File: src/rtl/rf_ctrl_pkg.sv
// Shared constants and types for the register-file access controller.
// Geometry of the 16x16 file, controller states and the default sink register.
package rf_ctrl_pkg;

    localparam int RF_AW        = 4;
    localparam int RF_DW        = 16;
    localparam int RF_NREGS     = 16;
    localparam int SINK_REG_DEF = 15;

    typedef enum logic [1:0] {
        RUN,
        CLR,
        DONE
    } state_t;

endpackage

File: src/rtl/rf_access_ctrl_arb.sv
// N-way round-robin arbiter with enable.
// The pointer names the highest-priority requester; it advances past each grant.
module rr_arbiter #(
    parameter int N = 2
) (
    input  logic         i_clk,
    input  logic         i_rst,
    input  logic [N-1:0] i_req,
    input  logic         i_en,
    output logic [N-1:0] o_gnt
);

    logic [1:0] r_ptr;
    logic [1:0] w_nxt;
    logic [2:0] w_best;

    // Distance of requester j above the pointer, with wrap.
    function automatic logic [2:0] f_dist(input int j, input logic [1:0] p);
        int d;
        d = j - int'(p);
        if (d < 0) d = d + N;
        return 3'(d);
    endfunction

    // Pick the requesting index closest above the pointer.
    always_comb begin
        o_gnt  = '0;
        w_nxt  = r_ptr;
        w_best = 3'd4;
        for (int j = 0; j < N; j++) begin
            if (i_en && i_req[j] && (f_dist(j, r_ptr) < w_best)) begin
                w_best   = f_dist(j, r_ptr);
                o_gnt    = '0;
                o_gnt[j] = 1'b1;
                w_nxt    = (j == N - 1) ? 2'd0 : 2'(j + 1);
            end
        end
    end

    // Pointer moves only when something is granted.
    always_ff @(posedge i_clk or posedge i_rst) begin
        if (i_rst) begin
            r_ptr <= 2'd0;
        end else if (|o_gnt) begin
            r_ptr <= w_nxt;
        end
    end

endmodule

File: src/rtl/rf_access_ctrl.sv
// Shares a 16x16 register file between N_REQ requesters, one transfer per clock.
// Runs the file's clear sequence after reset and on ClearReq.
module rf_access_ctrl
    import rf_ctrl_pkg::*;
#(
    parameter int N_REQ    = 2,
    parameter int SINK_REG = SINK_REG_DEF
) (
    input  logic                   Clk,
    input  logic                   Reset,
    input  logic [N_REQ-1:0]       ReqValid,
    output logic [N_REQ-1:0]       ReqReady,
    input  logic [4*N_REQ-1:0]     ReqAaddr,
    input  logic [4*N_REQ-1:0]     ReqBaddr,
    input  logic [4*N_REQ-1:0]     ReqCaddr,
    input  logic [N_REQ-1:0]       ReqWrEn,
    input  logic [16*N_REQ-1:0]    ReqC,
    output logic [N_REQ-1:0]       RspValid,
    output logic [RF_DW-1:0]       RspA,
    output logic [RF_DW-1:0]       RspB,
    input  logic                   ClearReq,
    output logic                   ClearDone,
    output logic [RF_AW-1:0]       RF_Aaddr,
    output logic [RF_AW-1:0]       RF_Baddr,
    output logic [RF_AW-1:0]       RF_Caddr,
    output logic [RF_DW-1:0]       RF_C,
    output logic                   RF_Load,
    output logic                   RF_Clear,
    input  logic [RF_DW-1:0]       RF_A,
    input  logic [RF_DW-1:0]       RF_B
);

    localparam logic [RF_AW-1:0] SINK_A = RF_AW'(SINK_REG);

    state_t             r_state;
    logic [N_REQ-1:0]   w_gnt;
    logic [N_REQ-1:0]   r_tag1;
    logic [N_REQ-1:0]   r_tag2;
    logic               w_en;
    logic [RF_AW-1:0]   w_aaddr;
    logic [RF_AW-1:0]   w_baddr;
    logic [RF_AW-1:0]   w_caddr;
    logic [RF_DW-1:0]   w_c;
    logic               w_we;

    // ClearReq wins over any request in the same cycle.
    assign w_en = (r_state == RUN) && !ClearReq;

    rr_arbiter #(
        .N(N_REQ)
    ) u_arb (
        .i_clk(Clk),
        .i_rst(Reset),
        .i_req(ReqValid),
        .i_en (w_en),
        .o_gnt(w_gnt)
    );

    assign ReqReady = w_gnt;
    assign RspValid = r_tag2;
    assign RspA     = RF_A;
    assign RspB     = RF_B;

    // Select the granted requester's transaction fields.
    always_comb begin
        w_aaddr = '0;
        w_baddr = '0;
        w_caddr = '0;
        w_c     = '0;
        w_we    = 1'b0;
        for (int i = 0; i < N_REQ; i++) begin
            if (w_gnt[i]) begin
                w_aaddr = ReqAaddr[RF_AW*i +: RF_AW];
                w_baddr = ReqBaddr[RF_AW*i +: RF_AW];
                w_caddr = ReqCaddr[RF_AW*i +: RF_AW];
                w_c     = ReqC[RF_DW*i +: RF_DW];
                w_we    = ReqWrEn[i];
            end
        end
    end

    // Clear sequencing and registered file-side outputs.
    always_ff @(posedge Clk or posedge Reset) begin
        if (Reset) begin
            r_state   <= CLR;
            RF_Aaddr  <= '0;
            RF_Baddr  <= '0;
            RF_Caddr  <= '0;
            RF_C      <= '0;
            RF_Load   <= 1'b0;
            RF_Clear  <= 1'b0;
            ClearDone <= 1'b0;
        end else begin
            ClearDone <= 1'b0;
            RF_Load   <= |w_gnt;
            if (|w_gnt) begin
                RF_Aaddr <= w_aaddr;
                RF_Baddr <= w_baddr;
                RF_Caddr <= w_we ? w_caddr : SINK_A;
                RF_C     <= w_we ? w_c : '0;
            end
            unique case (r_state)
                CLR: begin
                    r_state   <= DONE;
                    RF_Clear  <= 1'b1;
                    ClearDone <= 1'b1;
                end
                DONE: begin
                    r_state <= RUN;
                end
                RUN: begin
                    if (ClearReq) begin
                        r_state  <= CLR;
                        RF_Clear <= 1'b0;
                    end
                end
                default: begin
                    r_state <= CLR;
                end
            endcase
        end
    end

    // Two-stage tag pipeline: response strobe two cycles after grant.
    always_ff @(posedge Clk or posedge Reset) begin
        if (Reset) begin
            r_tag1 <= '0;
            r_tag2 <= '0;
        end else begin
            r_tag1 <= w_gnt;
            r_tag2 <= r_tag1;
        end
    end

endmodule

File: config.mk
export PLATFORM = sky130hd
export DESIGN_NAME = rf_access_ctrl
export DESIGN_NICKNAME = d
export VERILOG_FILES = /design/src/rtl/rf_ctrl_pkg.sv /design/src/rtl/rf_access_ctrl_arb.sv /design/src/rtl/rf_access_ctrl.sv
export SDC_FILE = /design/constraint.sdc
export NUM_CORES = 1
export LEC_CHECK = 0
export BUFFER_PORTS_ARGS = -buffer_cell sky130_fd_sc_hd__buf_2
export CAP_MARGIN = 40
export CORE_UTILIZATION = 42
export CTS_BUF_LIST = sky130_fd_sc_hd__clkbuf_8
export CTS_CLUSTER_DIAMETER = 40
export CTS_CLUSTER_SIZE = 8
export DETAILED_ROUTE_END_ITERATION = 8
export PLACE_DENSITY = 0.95
export SLEW_MARGIN = 10
export SYNTH_ARGS = -nofsm -noshare
export SYNTH_HDL_FRONTEND = slang
export SYNTH_SLANG_ARGS = --single-unit
File: constraint.sdc
create_clock -name Clk -period 3.53 [get_ports Clk]
set_input_delay 0.353 -clock Clk [delete_from_list [all_inputs] [get_ports Clk]]
set_output_delay 0.353 -clock Clk [all_outputs]
set_load 0.05 [all_outputs]
---- After elaboration in Yosys (flattened, before gate mapping) ----
Cells that the tools add are included.
storage, ports and cells
  flip-flop bits (word level) ............. 39
  output and inout port bits .............. 67
  word-level logic and storage cells ...... 58
cells by class
  add/subtract/negate cells ............... 4
  $lt $le $gt $ge ......................... 4
  equality and inequality tests ........... 3
  muxes and demuxes ....................... 24
  reduce and logical (&&, ||, !) cells .... 12
operators with widths
  operator             count
  $mux 16              3
  $mux 4               7
  $mux 3               3
  $mux 2               4
  $add 3x3->3 const B  2
  $lt 3x1->1 const B   2
  $pmux 2 s3           1
  $sub 1x2->3 const A  2
  $logic_and 1x1->1    5
  $mux 1               5
  $reduce_and 2->1     2
  $reduce_bool 2->1    2
  $lt 3x3->1           1
  $lt 3x3->1 const B   1
  $eq 2x1->1 const B   1
  $eq 2x2->1 const B   1
  $logic_not 2->1      1
  $ne 2x2->1 const B   1
  $pmux 1 s2           1
  $reduce_or 2->1      1
  $logic_not 1->1      1

---- Depth between registers and ports, before layout ----
Gate-level depths: netlist of run 1.
  depth after elaboration ................. 12
  mapped depth ............................ 8
  depth with buffers taken out ............ 7

---- By module ----
Synthesis of run 1 repeated with hierarchy kept, for this count alone.
second synthesis, totals
  cells, all modules ...................... 169
  area total of the unflattened synthesis .. 1,895.6 sq um
modules (own cells, without submodules)
  module          times used  cells each  area each (sq um)  seq. area each (sq um)
  rf_access_ctrl  1           160         1,830.5            927.1
  rr_arbiter      1           9           65.1               25.0

---- Least setup slack after synthesis of run 1 ----
Ideal clock, no wire load.
  kind .................................... register -> register
  from .................................... register r_state[0]
  to ...................................... register RF_C[6]
  library setup time ...................... 0.120 ns
  arrival ................................. 1.702 ns
  required time ........................... 3.410 ns
  setup slack ............................. 1.707 ns
  stages on the path, launching flop included .. 9
  buffers on the path ..................... 2
  path through ............................ dfstp_2 -> inv_1 -> ha_1 -> nor2b_1 -> and2_1 -> buf_4 -> a22oi_2 -> buf_6 -> o21ai_2
on the way
  cells in the longest elaborated chain, start to end .. 11
  elaborated cells between the ends (all ways) .. 16
ends and longest elaborated chain
  item                                                   line                      text
  start, declared                                        rf_access_ctrl.sv:35      state_t r_state;
  start signal, assigned                                 rf_access_ctrl.sv:85      r_state <= CLR;
  start signal, assigned                                 rf_access_ctrl.sv:104     r_state <= DONE;
  start signal, assigned                                 rf_access_ctrl.sv:109     r_state <= RUN;
  $logic_not 2->1 *                                      rf_access_ctrl.sv:47      assign w_en = (r_state == RUN) && !ClearReq;
  $logic_and 1x1->1 *                                    rf_access_ctrl.sv:47
  $logic_and 1x1->1 (2 in a row)                         rf_access_ctrl_arb.sv:31  if (i_en && i_req[j] && (f_dist(j, r_ptr) < w_best)) begin
  $mux 3                                                 rf_access_ctrl_arb.sv:31
  $lt 3x3->1                                             rf_access_ctrl_arb.sv:31
  $logic_and 1x1->1                                      rf_access_ctrl_arb.sv:31
  $mux 2 *                                               rf_access_ctrl_arb.sv:31
  $mux 16 / $mux 1 (equally long branches) (2 in a row)  rf_access_ctrl.sv:72      if (w_gnt[i]) begin
  $mux 16                                                rf_access_ctrl.sv:100     RF_C <= w_we ? w_c : '0;
  end signal, assigned                                   rf_access_ctrl.sv:100
  end, declared                                          rf_access_ctrl.sv:26      output logic [RF_DW-1:0] RF_C,
Mark *: on every way between the ends. The rest lies on a longest branch, timed or not.
A chain may end at the register's enable or synchronous reset.

---- Worst setup path after layout of run 1 ----
  from .................................... register r_state[0]
  to ...................................... register RF_C[5]
The elaborated chain is that of the path after synthesis.

==> reports/qor.txt, run 1 <==
Fraction of registers with async set/reset - 1.000
Mapped Nets - 287
Core area - 4354 um2
#FFs+latches synth - 38
Final Hold Fails - 0
Clock Path Buffers - 2
Routed wire length - 4627 um
Period utilization - 0.6528
Num CTS Buffers - 5
Number of H-tree levels - 2
Residual DRC count - 0
Die H - 69.36 um
Worst Path Buf+Inv - 1
HPWL Detailed - 3496 um
CTS tree - built
RSZ-0062 raised after global routing - false
Initial antenna violation count - 0
Slowest-stage cell, CP - a22oi_2
Fmax - 434.0 MHz
Post-synth EDFFs - 0
Pre-CTS WS - 1204 ps
Minimum clock period - 2304 ps
Max Clock Skew - 3.347 ps
Post-CTS Resized - 0
Pleak - 1.235 nW
P&R area growth vs syn - 21.21%
Kind of critical path - reg2reg
Clk root buf - clkbuf_8
GPL Wtd Cong - 0.7522
Critical Path Source Type - register
Yosys cell types - 28
Syn_area_per_cell - 10.03 um2
Die Width - 69.36 um
Synth warnings - 0
Post-CTS setup buffers - 0
Port buffer count - 97
CP Data Required Time - 3660 ps
Remaining antenna violation count - 0
Top_reg_cell synth - dfrtp_1
Critical-path cell list - inv_1, ha_1, nor2b_1, and2_1, a22oi_2, o21ai_0
Site Rows - 24
First-pass GRT wire length - 7327 um
Worst Tran Pin Value - 925.1 ps
Fill cells - 400
Max FO, Critical Path - 15
# clock sinks - 38
Status - complete, no violations
Rel. slew slack - 0.3833
PD cells - 970.9 nW/um2
Setup crit end kind - register
Setup ws final - 1226 ps
Initial Util - 0.4376
Post-CTS Hold Buffers - 0
Clock transition at the registers of the reported paths - 80 ps
Maximum VDD drop - 313.8 uV
Synth Cell Area - 1906 um2
MaxCap Viol Count - 0
CP startpoint - r_state[0]$_DFFE_PP1P_
Initial DRC count - 94
Wire per inst - 14.83 um
Critical Path AT - 2430 ps
GRT Total Usage - 0.1935
Worst path top cell family by delay - compound AO/OA/AOI/OAI gates
Final setup viols - 0
# diodes - 0
Share of cells above drive strength 1 - 0.4846
Type of the most critical hold path - in2async
Reg-to-reg startpoint - r_state[0]$_DFFE_PP1P_
Area of the die - 4810 um2
Worst-Skew Late Latency - 290 ps
I/O pin count - 162
Via count - 1597
Final nets - 356
Sequential share of the synthesized area - 0.4997
Largest net degree at the start of global routing - 23
Grt total ovfl - 0
Drt pass-1 iters - 4
Mapped Cells - 190
Crit path largest cell delay - 760 ps
Setup TNS Final - 0 ps
Fin. max-slew vios - 0
Vias per cell - 5.119
Vias in the first global route - 1552
-- worst paths after layout --
path                                           end  slack [ps]  cells past startpoint
setup / recovery               RF_C[5]$_DFFE_PP0P_        1230                      6
hold / removal             RF_Caddr[3]$_DFFE_PP0P_         140                      2
setup reg to reg               RF_C[5]$_DFFE_PP0P_        1230                      6
hold reg to reg              RspValid[1]$_DFF_PP0_         350                      0
max in group asynchronous   r_state[0]$_DFFE_PP1P_        2610                      3
min in group Clk           RF_Baddr[1]$_DFFE_PP0P_         250                      3
-- per-stage QoR --
step           instances  total power, W  instance area, um2  utilization  hold slack (ps)
4_1_cts              312        0.002255                2310       0.5305            159.8
3_3_place_gp         302        0.001888                2192       0.5034            333.2
6_report             312        0.002242                2310       0.5305            138.5
2_1_floorplan        190        0.001730                1906            -            331.2
3_5_place_dp         304        0.001943                2215       0.5086            334.7
5_1_grt              312        0.002358                2310       0.5305            188.2
-- cell usage after synthesis (2+ instances only) --
cell	instances	area, um2
a21oi_1	6	30.03
a22oi_1	14	105.1
buf_4	35	262.8
clkbuf_1	3	11.26
dfrtp_1	37	925.9
ha_1	2	25.02
inv_1	7	26.28
nand2_1	33	123.9
nor2_1	6	22.52
o21ai_0	7	35.03
o21ai_2	10	87.58
o22ai_1	14	87.58
-- sequential cells by signal, indices dropped and copies added, names as in the netlist --
name and flops:
RF_C 16, ClearDone 1, RF_Load 1, u_arb.r_ptr 1, RF_Baddr 4, RF_Aaddr 4, RF_Caddr 4, RF_Clear 1
RspValid 2, r_tag1 2, r_state 2
-- worst reg2reg max path, stage by stage, from the launching register on --
cell and delay [ps]:
dfstp_2 550, inv_1 40, ha_1 210, nor2b_1 170
and2_1 160, a22oi_2 760, o21ai_0 240
-- routing by layer --
layer | wire length [um] | vias to the layer above | track usage
met5 | 0 | - | 0
met1 | 1938 | 751 | 0.2340
met2 | 2291 | 73 | 0.3258
met3 | 330 | 9 | 0.05959
li1 | - | 764 | -
met4 | 66 | 0 | 0.06803
-- logic make-up (layout without fill, tap and decap cells) --
group                    count (synthesis)  in the layout  synth area share
AND/OR/NAND/NOR                         43             43           0.08996
adder cells (fa/ha/maj)                  2              2           0.01313
flip-flops                              38             38            0.4997
AO/OA/AOI/OAI                           60             60            0.2311
buffers and inverters                   47            117            0.1661
-- area by class of cell --
class	count	area (um2)	share of cell area
Clock inverter	2	12.51	0.005417
Timing Repair Buffer	102	530.5	0.2297
Clock buffer	6	82.58	0.03575
Inverter	7	26.28	0.01138
Tap cell	52	65.06	0.02817
Multi-Input combinational cell	105	640.6	0.2774
Sequential cell	38	952.2	0.4122
-- layout by cell type, fill, tap and decap left out, types with 2 or more instances in the layout --
master / instances
buf_2: 97
dfrtp_1: 37
nand2_1: 33
a22oi_1: 14
o22ai_1: 14
o21ai_2: 11
inv_1: 7
o21ai_0: 7
a21oi_1: 6
nor2_1: 6
clkbuf_8: 6
buf_4: 4
ha_1: 2
-- report_power, final --
group          internal (W)  switching (W)  total (W)
Sequential         0.000624      0.0000996   0.000724
Combinational      0.000299       0.000906    0.00121
Clock              0.000157       0.000156   0.000313
Total               0.00108        0.00116    0.00224
No activity file was read; power rests on OpenSTA's default activity.
==> run 2, diff against run 1 <==
--- a/config.mk
+++ b/config.mk
@@ -7,12 +7,12 @@
 export LEC_CHECK = 0
 export BUFFER_PORTS_ARGS = -buffer_cell sky130_fd_sc_hd__buf_2
 export CAP_MARGIN = 40
-export CORE_UTILIZATION = 42
+export CORE_UTILIZATION = 36
 export CTS_BUF_LIST = sky130_fd_sc_hd__clkbuf_8
 export CTS_CLUSTER_DIAMETER = 40
 export CTS_CLUSTER_SIZE = 8
 export DETAILED_ROUTE_END_ITERATION = 8
-export PLACE_DENSITY = 0.95
+export PLACE_DENSITY = 0.89
 export SLEW_MARGIN = 10
 export SYNTH_ARGS = -nofsm -noshare
 export SYNTH_HDL_FRONTEND = slang
==> constraint.sdc (replaced) <==
create_clock -name Clk -period 1.85 [get_ports Clk]
set_input_delay 0.185 -clock Clk [delete_from_list [all_inputs] [get_ports Clk]]
set_output_delay 0.185 -clock Clk [all_outputs]
set_load 0.05 [all_outputs]
==> reports/qor.txt, run 2 (synthesis gave the netlist of run 1 again) <==
Status - complete, but fails checks (was complete, no violations)
Failing checks - negative hold slack
Clock Path Buffers - 2 (unchanged)
PD cells - 1761 nW/um2 (was 970.9 nW/um2)
Die Width - 74.76 um (was 69.36 um)
Rel. slew slack - 0.6759 (was 0.3833)
Wire per inst - 14.56 um (was 14.83 um)
Fmax - 564.9 MHz (was 434.0 MHz)
Num CTS Buffers - 5 (unchanged)
Largest net degree at the start of global routing - 39 (was 23)
MaxCap Viol Count - 0 (unchanged)
Setup crit end kind - register (unchanged)
Critical Path Source Type - register (unchanged)
GRT Total Usage - 0.1729 (was 0.1935)
Worst Tran Pin Value - 486.2 ps (was 925.1 ps)
Final Hold Fails - 1 (was 0)
Largest register FFs - 16 (unchanged)
Via count - 1689 (was 1597)
CTS tree - built (unchanged)
Initial antenna violation count - 0 (unchanged)
HPWL Detailed - 3689 um (was 3496 um)
Initial Util - 0.3731 (was 0.4376)
CP Data Required Time - 2030 ps (was 3660 ps)
Number of H-tree levels - 2 (unchanged)
Worst-Skew Late Latency - 280 ps (was 290 ps)
Fill cells - 493 (was 400)
Max Clock Skew - 6.729 ps (was 3.347 ps)
Clk root buf - clkbuf_8 (unchanged)
Most frequent cells in the layout - 95 x buf_2, 37 x dfrtp_1, 33 x nand2_1 (was 97 x buf_2, 37 x dfrtp_1, 33 x nand2_1)
Largest Register - RF_C (unchanged)
Critical Path AT - 1950 ps (was 2430 ps)
Dpl cells - 329 (was 304)
RSZ-0062 raised after global routing - false (unchanged)
Sw Share - 0.5048 (was 0.5182)
Slowest-stage cell, CP - dfstp_2 (was a22oi_2)
Vias per cell - 4.939 (was 5.119)
GPL Wtd Cong - 0.7638 (was 0.7522)
Drt pass-1 iters - 4 (unchanged)
Type of the most critical hold path - in2async (unchanged)
Max FO, Critical Path - 8 (was 15)
Maximum VDD drop - 739.0 uV (was 313.8 uV)
Remaining antenna violation count - 0 (unchanged)
P&R area growth vs syn - 31.06% (was 21.21%)
Pleak - 1.328 nW (was 1.235 nW)
# diodes - 0 (unchanged)
Period utilization - 0.9568 (was 0.6528)
NetSw - 0.002220 W (was 0.001162 W)
# clock sinks - 38 (unchanged)
Critical-path cell list - inv_2, ha_4, nor2b_4, and2_4, a22oi_2, clkbuf_16, o21ai_2 (was inv_1, ha_1, nor2b_1, and2_1, a22oi_2, o21ai_0)
Port buffer count - 97 (unchanged)
I/O pin count - 162 (unchanged)
Kind of critical path - reg2reg (unchanged)
Initial DRC count - 98 (was 94)
Routed wire length - 4978 um (was 4627 um)
Pint - 0.002177 W (was 0.001080 W)
Final setup viols - 0 (unchanged)
Final std cells w/o fill - 342 (was 312)
Area of the die - 5588 um2 (was 4810 um2)
Die H - 74.76 um (was 69.36 um)
Final nets - 370 (was 356)
Residual DRC count - 0 (unchanged)
First-pass GRT wire length - 7107 um (was 7327 um)
Seq pwr share - 0.314 (was 0.323)
Minimum clock period - 1770 ps (was 2304 ps)
Clock transition at the registers of the reported paths - 70 ps (was 80 ps)
Fin. max-slew vios - 0 (unchanged)
Crit path largest cell delay - 550 ps (was 760 ps)
Comb pwr share - 0.562 (was 0.537)
Clock share of power - 0.124 (was 0.140)
Site Rows - 26 (was 24)
Reg2Reg Depth - 7 (was 6)
Vias in the first global route - 1530 (was 1552)
Core area - 5107 um2 (was 4354 um2)
Grt total ovfl - 0 (unchanged)
Pwr Total - 0.004397 W (was 0.002242 W)
Share of cells above drive strength 1 - 0.5257 (was 0.4846)
Final Hold Slack - -0.1553 ps (was 138.5 ps)
Most common cell after layout, fill and taps aside - buf_2 (unchanged)
[run 2: cell type report]
| cell class | instances | area, um2 | area share |
|---|---|---|---|
| flip-flops and latches | 38 | 952.2 | 0.3813 |
| repair buffers | 116 | 678.2 | 0.2715 |
| multi-input cells | 105 | 670.6 | 0.2685 |
| well taps | 70 | 87.58 | 0.03507 |
| clock buffers | 6 | 82.58 | 0.03307 |
| inverters | 7 | 26.28 | 0.01052 |
[run 2: final timing paths]
kind	from	endpoint	slack, ps
setup / recovery	r_state[0]$_DFFE_PP1P_	RF_C[12]$_DFFE_PP0P_	80
setup reg to reg	r_state[0]$_DFFE_PP1P_	RF_C[12]$_DFFE_PP0P_	80
hold reg to reg	r_tag1[0]$_DFF_PP0_	RspValid[0]$_DFF_PP0_	350
min in group Clk	ReqBaddr[0]	RF_Baddr[0]$_DFFE_PP0P_	90
hold / removal	Reset	RF_Aaddr[0]$_DFFE_PP0P_	-0.2
max in group asynchronous	Reset	r_state[0]$_DFFE_PP1P_	1490
[run 2: power by group through the flow]
| stage | Combinational, W | Sequential (W) | Clock, W |
|---|---|---|---|
| final | 0.00247 | 0.00138 | 0.000544 |
| after global routing | 0.00263 | 0.00142 | 0.000607 |
| after CTS | 0.00239 | 0.00138 | 0.000563 |
| after detailed placement | 0.00235 | 0.00139 | 0 |
| after global placement | 0.00230 | 0.00138 | 0 |
| after floorplan | 0.000822 | 0.00248 | 0 |
[run 2: per-layer routing]
layer / share of wire / GRT usage / wire (um)
met5: 0 / 0 / 0
met4: 0.026 / 0.08176 / 129
met2: 0.52 / 0.3013 / 2577
met1: 0.39 / 0.1934 / 1942
met3: 0.066 / 0.05221 / 330
[run 2: critical path: cells and delay by family, from the launching register on]
| family | cells | cell delay, ps |
|---|---|---|
| adder cells (fa/ha/maj) | 1 | 170 |
| flip-flops | 1 | 550 |
| AO/OA/AOI/OAI | 2 | 350 |
| buffers and inverters | 2 | 270 |
| AND/OR/NAND/NOR | 2 | 310 |
[run 2: what timing repair did]
action                                  in CTS  in global routing
hold buffers                                 0                  0
setup buffers                                1                  6
resized for setup                            9                  6
cloned                                       0                  1
pin swaps                                    1                  2
endpoints found under the setup margin       4                  8
[run 2: through the flow]
stage / TNS, ps / utilization / instance area (um2) / setup slack (ps)
2_1_floorplan: 0 / - / 1906 / 27.15
3_5_place_dp: -11.02 / 0.4493 / 2295 / -11.02
5_1_grt: 0 / 0.4890 / 2497 / 10.38
3_3_place_gp: 0 / 0.4493 / 2295 / 86.54
6_report: 0 / 0.4890 / 2497 / 79.91
4_1_cts: 0 / 0.4711 / 2406 / 2.936
==> run 3, diff against run 2 <==
--- a/config.mk
+++ b/config.mk
@@ -16,4 +16,5 @@
 export SLEW_MARGIN = 10
 export SYNTH_ARGS = -nofsm -noshare
 export SYNTH_HDL_FRONTEND = slang
+export SYNTH_HIERARCHICAL = 1
 export SYNTH_SLANG_ARGS = --single-unit
==> reports/qor.txt, run 3 <==
Status - complete, no violations (was complete, but fails checks)
Mapped Cells - 169 (was 190)
Synth Cell Area - 1896 um2 (was 1906 um2)
Initial antenna violation count - 0 (unchanged)
Critical Path Source Type - register (unchanged)
Synth cell count leaders - 37 x dfrtp_1, 33 x buf_4, 17 x and3_1 (was 37 x dfrtp_1, 35 x buf_4, 33 x nand2_1)
Final nets - 342 (was 370)
First-pass GRT wire length - 6541 um (was 7107 um)
Largest net degree at the start of global routing - 38 (was 39)
Minimum clock period - 1802 ps (was 1770 ps)
Vias in the first global route - 1401 (was 1530)
RSZ-0062 raised after global routing - true (was false)
Type of the most critical hold path - in2reg (was in2async)
Storage cell area - 952.2 um2 (unchanged)
Largest register FFs - 16 (unchanged)
Share of cells above drive strength 1 - 0.5528 (was 0.5257)
Area leader, netlist - dfrtp_1 (unchanged)
Max FO, Critical Path - 5 (was 8)
Critical Path AT - 1970 ps (was 1950 ps)
Wire per inst - 14.00 um (was 14.56 um)
XOR/XNOR Fraction of Synth Area - 0 (unchanged)
Pwr Total - 0.004849 W (was 0.004397 W)
Final Hold Fails - 0 (was 1)
Drt pass-1 iters - 4 (unchanged)
Most frequent cells in the layout - 96 x buf_2, 37 x dfrtp_1, 17 x and3_1 (was 95 x buf_2, 37 x dfrtp_1, 33 x nand2_1)
Sequential share of the synthesized area - 0.5023 (was 0.4997)
Rel. slew slack - 0.6954 (was 0.6759)
Largest family of logic cells by synthesized area - buffers and inverters (was compound AO/OA/AOI/OAI gates)
Remaining antenna violation count - 0 (unchanged)
Post-synth EDFFs - 0 (unchanged)
Post-Synth Adder-Cell Area - 0.01320 (was 0.01313)
Mux cell area share after synthesis - 0.05347 (was 0)
Fmax - 555.0 MHz (was 564.9 MHz)
MaxCap Viol Count - 0 (unchanged)
Max Clock Skew - 3.690 ps (was 6.729 ps)
Dpl cells - 300 (was 329)
Syn_area_per_cell - 11.22 um2 (was 10.03 um2)
Clk root buf - clkbuf_8 (unchanged)
CP Data Required Time - 2020 ps (was 2030 ps)
Worst path top cell family by delay - flip-flops (unchanged)
I/O pin count - 162 (unchanged)
Most common cell after layout, fill and taps aside - buf_2 (unchanged)
#FFs+latches synth - 38 (unchanged)
Synth warnings - 6 (was 0)
Top cells by area, synth - dfrtp_1 49%, buf_4 13%, a221o_1 8.4% (was dfrtp_1 49%, buf_4 14%, nand2_1 6.5%)
Site Rows - 26 (unchanged)
GPL Wtd Cong - 0.7608 (was 0.7638)
# diodes - 0 (unchanged)
Number of H-tree levels - 2 (unchanged)
Compound-gate portion of the synthesized area - 0.1439 (was 0.2311)
Synth Area in Simple Gates - 0.1083 (was 0.08995)
Most frequent cell after synthesis - dfrtp_1 (unchanged)
Area of the die - 5560 um2 (was 5588 um2)
Yosys cell types - 23 (was 28)
Slowest-stage cell, CP - dfstp_2 (unchanged)
Worst-Skew Late Latency - 280 ps (about the same)
Clock Path Buffers - 2 (unchanged)
Final std cells w/o fill - 316 (was 342)
Critical-path cell list - inv_2, ha_4, nand2b_4, inv_4, nand2_4, a21oi_4, buf_6, nand3b_1, o221a_2 (was inv_2, ha_4, nor2b_4, and2_4, a22oi_2, clkbuf_16, o21ai_2)
Worst Path Buf+Inv - 3 (was 2)
Kind of critical path - reg2reg (unchanged)
# clock sinks - 38 (unchanged)
Maximum VDD drop - 740.4 uV (was 739.0 uV)
Residual DRC count - 0 (unchanged)
Vias per cell - 4.820 (was 4.939)
Crit path largest cell delay - 550 ps (about the same)
Clock transition at the registers of the reported paths - 80 ps (was 70 ps)
Die Width - 74.57 um (was 74.76 um)
PD cells - 1909 nW/um2 (was 1761 nW/um2)
Period utilization - 0.9740 (was 0.9568)
Core area - 5075 um2 (was 5107 um2)
P&R area growth vs syn - 33.99% (was 31.06%)
Setup crit end kind - register (unchanged)
Top cell type's share of synthesized area - 0.4884 (was 0.4859)
Pleak - 1.363 nW (was 1.328 nW)
Routed wire length - 4423 um (was 4978 um)
Worst Tran Pin Value - 457.0 ps (was 486.2 ps)
Top_reg_cell synth - dfrtp_1 (unchanged)
Area occupied by multi-input gates - 660.6 um2 (was 670.6 um2)
Port buffer count - 97 (unchanged)
Fill cells - 461 (was 493)
HPWL Detailed - 3248 um (was 3689 um)
Mapped Nets - 266 (was 287)
Largest Register - RF_C (unchanged)
Initial DRC count - 91 (was 98)
Die H - 74.57 um (was 74.76 um)
Grt total ovfl - 0 (unchanged)
CTS tree - built (unchanged)
Final setup viols - 0 (unchanged)
Fin. max-slew vios - 0 (unchanged)
Initial Util - 0.3735 (was 0.3731)
Via count - 1523 (was 1689)
Num CTS Buffers - 5 (unchanged)
Fraction of registers with async set/reset - 1.000 (unchanged)
GRT Total Usage - 0.1568 (was 0.1729)
## run 3: worst paths after layout
kind / to / cells after the start / slack [ps] / startpoint
setup / recovery: RF_Caddr[1]$_DFFE_PP0P_ / 9 / 50 / r_state[0]$_DFFE_PP1P_
hold / removal: RF_Aaddr[3]$_DFFE_PP0P_ / 3 / 100 / ReqAaddr[7]
max in group asynchronous: r_state[0]$_DFFE_PP1P_ / 4 / 940 / Reset
min in group asynchronous: u_arb/r_ptr[0]$_DFFE_PP0P_ / 3 / 290 / Reset
setup reg to reg: RF_Caddr[1]$_DFFE_PP0P_ / 9 / 50 / r_state[0]$_DFFE_PP1P_
hold reg to reg: RspValid[1]$_DFF_PP0_ / 0 / 350 / r_tag1[1]$_DFF_PP0_
## run 3: cells by family (layout without fill, tap and decap cells)
kind of cell | Yosys count | count (layout)
DFF | 38 | 38
adders and majority gates | 2 | 2
AOI/OAI and AO/OA | 32 | 32
muxes | 10 | 10
buffers and inverters | 50 | 127
and+or+nand+nor | 37 | 37
## run 3: report_power, final
group | internal, W | switching [W]
sequential | 0.00122 | 0.000204
clock | 0.000575 | 0.000291
combinational | 0.000809 | 0.00175
## run 3: routing by layer
layer | part of all wire | track usage | vias up
met5 | 0 | 0 | -
met4 | 0.021 | 0.06918 | 0
met3 | 0.074 | 0.04743 | 19
met2 | 0.49 | 0.2783 | 80
met1 | 0.41 | 0.1720 | 705
li1 | - | - | 719
## run 3: what timing repair did
item / in CTS / in global routing
setup endpoints to repair: 18 / 22
setup buffers: 1 / 4
resized for setup: 5 / 6
hold buffers: 1 / 0
pin swaps: 0 / 4
gates cloned: 1 / 1
endpoints found under the hold margin: 1 / 0
## run 3: worst register-to-register path, cell delays in order, from the launching register on
cell,delay (ps)
dfstp_2,550
inv_2,60
ha_4,170
nand2b_4,80
inv_4,40
nand2_4,50
a21oi_4,50
buf_6,140
nand3b_1,230
o221a_2,330
## run 3: area by class of cell
type,instances,share of cell area
multi-input combinational,81,0.2601
timing repair buffer,111,0.2616
tap,70,0.03448
inverter,8,0.01281
clock buffer,6,0.03251
clock inverter,2,0.02365
sequential,38,0.3749
## run 3: metrics by stage
stage	hold WS, ps	instance area (um2)	util	setup slack [ps]	setup TNS (ps)
finish	101.2	2540	0.5005	48.08	0
global route	112.3	2540	0.5005	-26.41	-65.11
CTS	93.38	2484	0.4894	-5.209	-5.209
detailed placement	37.84	2277	0.4487	-54.86	-680.6
global placement	33.81	2277	0.4487	11.89	0
floorplan	-86.29	1947	-	-171.7	-3240
